## src/rtl/psa_reduce_seq_pkg.sv

```systemverilog
// Shared constants, state encoding and the lane-overflow rule for the PSA
// lane-reduction unit.
//   LANE_W / LANES / DATA_W : lane geometry of the packed operands
//   ACC_W                   : signed accumulator width (range -64..+56 fits)
//   state_e                 : reduction FSM states
//   lane_ovf()              : 4-bit signed overflow of a lane add, same rule as the PSA
package psa_reduce_seq_pkg;

   localparam int unsigned LANE_W = 4;
   localparam int unsigned LANES  = 4;
   localparam int unsigned DATA_W = LANES * LANE_W;
   localparam int unsigned ACC_W  = 8;
   localparam int unsigned CNT_W  = $clog2(LANES);

   typedef enum logic [1:0] {
      StIdle = 2'b00,
      StAcc  = 2'b01,
      StDone = 2'b10
   } state_e;

   // Overflow when both operand signs agree and the wrapped sum's sign differs.
   function automatic logic lane_ovf(input logic [LANE_W-1:0] a, input logic [LANE_W-1:0] b);
      logic [LANE_W-1:0] s;
      s = a + b;
      return (a[LANE_W-1] == b[LANE_W-1]) && (s[LANE_W-1] != a[LANE_W-1]);
   endfunction

endpackage

```

## src/rtl/psa_reduce_seq_lane_acc_step.sv

```systemverilog
// lane_acc_step: combinational single-lane step of the reduction.
//   a_lane, b_lane : one signed nibble from each operand
//   acc_in         : current signed accumulator
//   acc_out        : acc_in + sext(a_lane) + sext(b_lane)
//   ovf            : signed overflow of the 4-bit lane sum a_lane + b_lane
module psa_reduce_seq_lane_acc_step
   import psa_reduce_seq_pkg::*;
(
   input  logic [LANE_W-1:0] a_lane,
   input  logic [LANE_W-1:0] b_lane,
   input  logic [ACC_W-1:0]  acc_in,
   output logic [ACC_W-1:0]  acc_out,
   output logic              ovf
);

   logic [ACC_W-1:0] a_ext;
   logic [ACC_W-1:0] b_ext;

   always_comb begin
      a_ext   = {{(ACC_W-LANE_W){a_lane[LANE_W-1]}}, a_lane};
      b_ext   = {{(ACC_W-LANE_W){b_lane[LANE_W-1]}}, b_lane};
      acc_out = acc_in + a_ext + b_ext;
      ovf     = lane_ovf(a_lane, b_lane);
   end

endmodule

```

## src/rtl/psa_reduce_seq.sv

```systemverilog
// psa_reduce_seq: folds all eight signed nibbles of A and B into one
// sign-extended 16-bit sum, one lane pair per cycle, and reports whether any
// lane-wise A+B would overflow 4-bit signed arithmetic.
//   clk, rst            : clock, synchronous active-high reset
//   in_valid / in_ready : operand handshake (A, B captured on accept)
//   out_valid/out_ready : result handshake (Result, Error held under backpressure)
//   Result              : signed sum of all nibbles, sign-extended to 16 bits
//   Error               : OR of per-lane signed overflow
module psa_reduce_seq
   import psa_reduce_seq_pkg::*;
(
   input  logic              clk,
   input  logic              rst,
   input  logic              in_valid,
   output logic              in_ready,
   input  logic [DATA_W-1:0] A,
   input  logic [DATA_W-1:0] B,
   output logic              out_valid,
   input  logic              out_ready,
   output logic [DATA_W-1:0] Result,
   output logic              Error
);

   localparam logic [CNT_W-1:0] LastLane = CNT_W'(LANES - 1);

   state_e            state_q;
   logic [DATA_W-1:0] a_q;
   logic [DATA_W-1:0] b_q;
   logic [CNT_W-1:0]  cnt_q;
   logic [ACC_W-1:0]  acc_q;
   logic              err_q;

   logic [LANE_W-1:0] a_lane;
   logic [LANE_W-1:0] b_lane;
   logic [ACC_W-1:0]  acc_next;
   logic              lane_err;

   always_comb begin
      a_lane = a_q[cnt_q*LANE_W +: LANE_W];
      b_lane = b_q[cnt_q*LANE_W +: LANE_W];
   end

   psa_reduce_seq_lane_acc_step u_step (
      .a_lane  (a_lane),
      .b_lane  (b_lane),
      .acc_in  (acc_q),
      .acc_out (acc_next),
      .ovf     (lane_err)
   );

   // Handshake outputs are registered, so neither in_valid nor out_ready
   // reaches in_ready/out_valid combinationally.
   always_ff @(posedge clk) begin
      if (rst) begin
         state_q   <= StIdle;
         in_ready  <= 1'b1;
         out_valid <= 1'b0;
         Result    <= '0;
         Error     <= 1'b0;
         a_q       <= '0;
         b_q       <= '0;
         cnt_q     <= '0;
         acc_q     <= '0;
         err_q     <= 1'b0;
      end else begin
         case (state_q)
            StIdle: begin
               if (in_valid) begin
                  a_q      <= A;
                  b_q      <= B;
                  cnt_q    <= '0;
                  acc_q    <= '0;
                  err_q    <= 1'b0;
                  in_ready <= 1'b0;
                  state_q  <= StAcc;
               end
            end
            StAcc: begin
               acc_q <= acc_next;
               err_q <= err_q | lane_err;
               cnt_q <= cnt_q + CNT_W'(1);
               if (cnt_q == LastLane) begin
                  // Publish straight from the step output so the last lane
                  // costs no extra cycle.
                  Result    <= {{(DATA_W-ACC_W){acc_next[ACC_W-1]}}, acc_next};
                  Error     <= err_q | lane_err;
                  out_valid <= 1'b1;
                  state_q   <= StDone;
               end
            end
            StDone: begin
               if (out_ready) begin
                  out_valid <= 1'b0;
                  in_ready  <= 1'b1;
                  state_q   <= StIdle;
               end
            end
            default: begin
               out_valid <= 1'b0;
               in_ready  <= 1'b1;
               state_q   <= StIdle;
            end
         endcase
      end
   end

endmodule

```

## config.mk

```make
export PLATFORM = sky130hd
export DESIGN_NAME = psa_reduce_seq
export DESIGN_NICKNAME = d
export VERILOG_FILES = /design/src/rtl/psa_reduce_seq_pkg.sv /design/src/rtl/psa_reduce_seq_lane_acc_step.sv /design/src/rtl/psa_reduce_seq.sv
export SDC_FILE = /design/constraint.sdc
export NUM_CORES = 1
export LEC_CHECK = 0
export ABC_AREA = 1
export CAP_MARGIN = 0
export CORE_MARGIN = 1
export CORE_UTILIZATION = 50
export CTS_CLUSTER_SIZE = 8
export DETAILED_ROUTE_END_ITERATION = 16
export PLACE_DENSITY_LB_ADDON = 0.1
export SYNTH_ARGS = -nofsm -noshare
export SYNTH_HDL_FRONTEND = slang
export SYNTH_SLANG_ARGS = --single-unit
```

## constraint.sdc

```tcl
create_clock -name clk -period 7.8 [get_ports clk]
set_input_delay 2.34 -clock clk [delete_from_list [all_inputs] [get_ports clk]]
set_output_delay 2.34 -clock clk [all_outputs]
set_load 0.05 [all_outputs]
```

=== Yosys cells after proc, flatten, opt, wreduce, memory -nomap -nowiden ===
Cells that the tools add are included.

* Bits of input ports: 36
* Register bits after elaboration: 56
* Output and inout port bits: 19
* Word-level logic and storage cells: 51

* Add/sub/neg operators: 4
* Eq/ne operators: 8
* Muxes and demuxes: 15
* Shifts and indexed selects: 2
* Bitwise logic cells: 3
* Reduce and logical (&&, ||, !) cells: 9

{| class="wikitable"
|+ Operator list
! kind !! number
|-
| $shiftx A16 B5 Y4 || 2
|-
| $add A8 B8 Y8 || 2
|-
| $pmux W8 S2 || 1
|-
| $reduce_and A3 Y1 || 3
|-
| $mux W2 || 4
|-
| $mux W8 || 1
|-
| $ne A2 B2 Y1 const B || 3
|-
| $pmux W1 S3 || 2
|-
| $pmux W2 S3 || 1
|-
| $reduce_and A2 Y1 || 3
|-
| $add A4 B4 Y4 || 1
|-
| $eq A2 B2 Y1 const B || 2
|-
| $mux W1 || 4
|-
| $pmux W2 S2 || 1
|-
| $add A2 B1 Y2 const B || 1
|-
| $eq A2 B1 Y1 const B || 1
|-
| $logic_not A2 Y1 || 1
|-
| $not A1 Y1 || 2
|-
| $pmux W1 S2 || 1
|-
| $reduce_bool A2 Y1 || 1
|-
| $eq A1 B1 Y1 || 1
|-
| $logic_and A1 B1 Y1 || 1
|-
| $ne A1 B1 Y1 || 1
|-
| $or A1 B1 Y1 || 1
|}

=== Depth between registers and ports, before layout ===
* Word-level depth: 6
* Mapped depth: 18
* Gate-level depth less buffers: 17

=== Cells and area by module ===
A second synthesis with hierarchy kept.

* Cell total of the unflattened synthesis: 430
* Area, all modules: 2972.9 um2

{| class="wikitable"
|+ By module, submodules not included
! module !! area each (um2) !! instances !! sequential area each (um2) !! cells an instance
|-
| psa_reduce_seq || 2406.1 || 1 || 1121.1 || 350
|-
| psa_reduce_seq_lane_acc_step || 566.8 || 1 || 0.0 || 80
|}

=== Worst setup path before layout ===
Ideal clock, no wire load.

* Kind: reg-to-output
* From: reg Result[7] (netlist name)
* To: out Result[10]
* Required time: 5460 ps
* Arrival: 1050 ps
* Path slack: 4410 ps
* Cell stages (with the launch flop): 2
* Buffers on the path: 1
* Cell sequence: dfxtp_1 > buf_4

{| class="wikitable"
|+ RTL lines
! element !! RTL line !! source
|-
| end: declaration || psa_reduce_seq.sv:20 || <nowiki>output logic [DATA_W-1:0] Result,</nowiki>
|}

==> summary.md <==
| Metric | Value |
|---|---|
| First-pass GRT wire length | `10400 µm` |
| Syn avg cell area | `7.33 µm²` |
| CTS buffer count | `5` |
| H-tree Lvls | `2` |
| Max_slew headroom | `38.4%` |
| Clk_lat worst skew | `0.30 ns` |
| WP data arrival | `4.38 ns` |
| Largest net degree at the start of global routing | `41` |
| CTS hold repair buffers | `0` |
| TNS Setup | `0 ns` |
| Synth warn | `0` |
| Layout cells sized above 1 | `5.85%` |
| Worst-case clock buffer depth | `2` |
| Req. time, crit path | `8.05 ns` |
| Post-Route Skew | `0.00649 ns` |
| Maximum vdd drop | `0.000103 V` |
| DP Area | `0.00336 mm²` |
| Overflow after GRT | `0` |
| Final Critical Period | `4.13 ns` |
| Setup CP Type | `in -> reg` |
| Least-Margin Pin Slew | `0.923 ns` |
| Design area | `0.00345 mm²` |
| Fin crit share | `52.9%` |
| Initial antenna violation count | `0` |
| Seq cells post-synth | `56` |
| Core Rows | `27` |
| Max-cap viol count | `0` |
| DRT Pass-1 Iters | `4` |
| Top FF cell, synth | `dfxtp_1` |
| RePlAce Congestion | `0.792` |
| CP startpoint kind | `input pin` |
| Worst-path clk slew | `0.09 ns` |
| IO Port Bufs | `54` |
| Post-synthesis cell type count | `29` |
| Seq/Total Area, Yosys | `39.1%` |
| Vias per std cell | `5.04` |
| Setup Buffers After CTS | `0` |
| DR DRC count | `0` |
| Clk sink count | `56` |
| Setup Viol. Count Final | `0` |
| DP HPWL | `4330 µm` |
| PD cells | `202 mW/mm²` |
| DRT antenna net count | `0` |
| Mapped cell area | `0.00287 mm²` |
| Post-CTS Resized | `0` |
| RSZ-0062 raised after global routing | `no` |
| Fin. max-slew vios | `0` |
| Fmax | `242 MHz` |
| Syn Inst Count | `391` |
| Starting Density | `52.0%` |
| Final Net Count | `480` |
| P&R area growth vs syn | `20.5%` |
| Die width | `77.7 µm` |
| Worst min path class | `reg -> reg` |
| Die ar. | `0.00604 mm²` |
| Core ar. | `0.00551 mm²` |
| Asr flop ratio synth | `0%` |
| Hold Violations, Final | `0` |
| Root Driver | `clkbuf_8` |
| Wire per inst | `12.0 µm` |
| Syn nets | `444` |
| Initial DRC count | `95` |
| Most frequent cells in the layout | `72 x nand2_1, 67 x nor2_1, 56 x dfxtp_1` |
| CTS tree | `yes` |
| Crit path max fanout | `38` |
| Status | `finished, final reports clean` |
| Ports | `55` |
| Commonest non-fill, non-tap cell in the layout | `nand2_1` |
| Vias in the first global route | `2246` |
| Die height | `77.7 µm` |
| Routed wire length | `5970 µm` |
| Vias post-DR | `2515` |
| EDFF count, synth | `0` |
| Ant diodes | `0` |
| GRT Util Overall | `22.0%` |
| Hold_ws | `0.455 ns` |
| Worst Setup End Kind | `flop` |
| Overall Power | `0.000697 W` |
| Pleak | `1.53 nW` |
==> registers in the layout (all words and copies together), names as in the netlist <==
register / cells
Error: 1
Result: 8
a_q: 16
acc_q: 8
b_q: 16
cnt_q: 2
err_q: 1
in_ready: 1
out_valid: 1
state_q: 2
==> through the flow <==
step | util (%) | std cells | setup WS (ns)
3_3_place_gp | 61.0 | 492 | 3.36
5_1_grt | 62.7 | 499 | 3.42
2_1_floorplan | - | 391 | 4.41
3_5_place_dp | 61.0 | 492 | 3.30
4_1_cts | 62.7 | 499 | 3.62
6_report | 62.7 | 499 | 3.67
==> report_power, final <==
part	internal, W	switching, W	leakage, nW
clock network	0.0000793	0.0000897	0.0503
logic	0.0000829	0.000121	1.02
registers	0.000308	0.0000161	0.460
==> synth_stat cells (all sizes together) (2+ instances only) <==
cell / count / area share, %
nand2: 81 / 11
o22ai: 4 / 0.87
xor2: 3 / 0.92
fa: 8 / 5.6
nor2: 69 / 9.2
o21a: 4 / 1.0
inv: 35 / 4.6
dfxtp: 56 / 39
clkbuf: 9 / 1.2
a21oi: 26 / 4.7
nand3: 16 / 3.3
buf: 17 / 3.9
o21ai: 44 / 7.7
o21bai: 2 / 0.52
o211ai: 3 / 0.79
ha: 9 / 3.9
==> worst paths after layout <==
kind                            cells past startpoint   endpoint  slack [ns]     start
worst max register to register                     10   acc_q[5]        4.47  cnt_q[0]
worst min-delay path                                2   in_ready        0.45  in_ready
worst max-delay path                                5  Result[5]        3.67       rst
worst min register to register                      2   in_ready        0.45  in_ready
==> cell families after synthesis <==
group,share of synthesized area (%)
simple gates,24.3
compound gates,16.1
flops,39.1
xor+xnor,1.22
fa+ha+maj,9.52
buf+inv,9.69
==> critical path, stage by stage <==
cell and delay (ns):
clkdlybuf4s50_1 0.74, inv_1 0.85, o21ai_0 0.19, o21bai_1 0.21, inv_1 0.05
==> area by class of cell <==
| type | count | area (µm²) |
|---|---|---|
| inverters | 35 | 131 |
| fillers | 530 | 2050 |
| flip-flops and latches | 56 | 1120 |
| repair buffers | 55 | 548 |
| multi-input cells | 274 | 1470 |
| well taps | 72 | 90.1 |
| clock buffers | 7 | 96.3 |
==> per-layer routing <==
layer  track usage (%)  up-vias  wire (µm)
met5                 0        -          0
met4              6.79        0         97
met3              3.53        9        163
met2              34.9       37       2710
met1              30.6     1154       3000
li1                  -     1315          -
No activity file was read; power rests on OpenSTA's default activity.
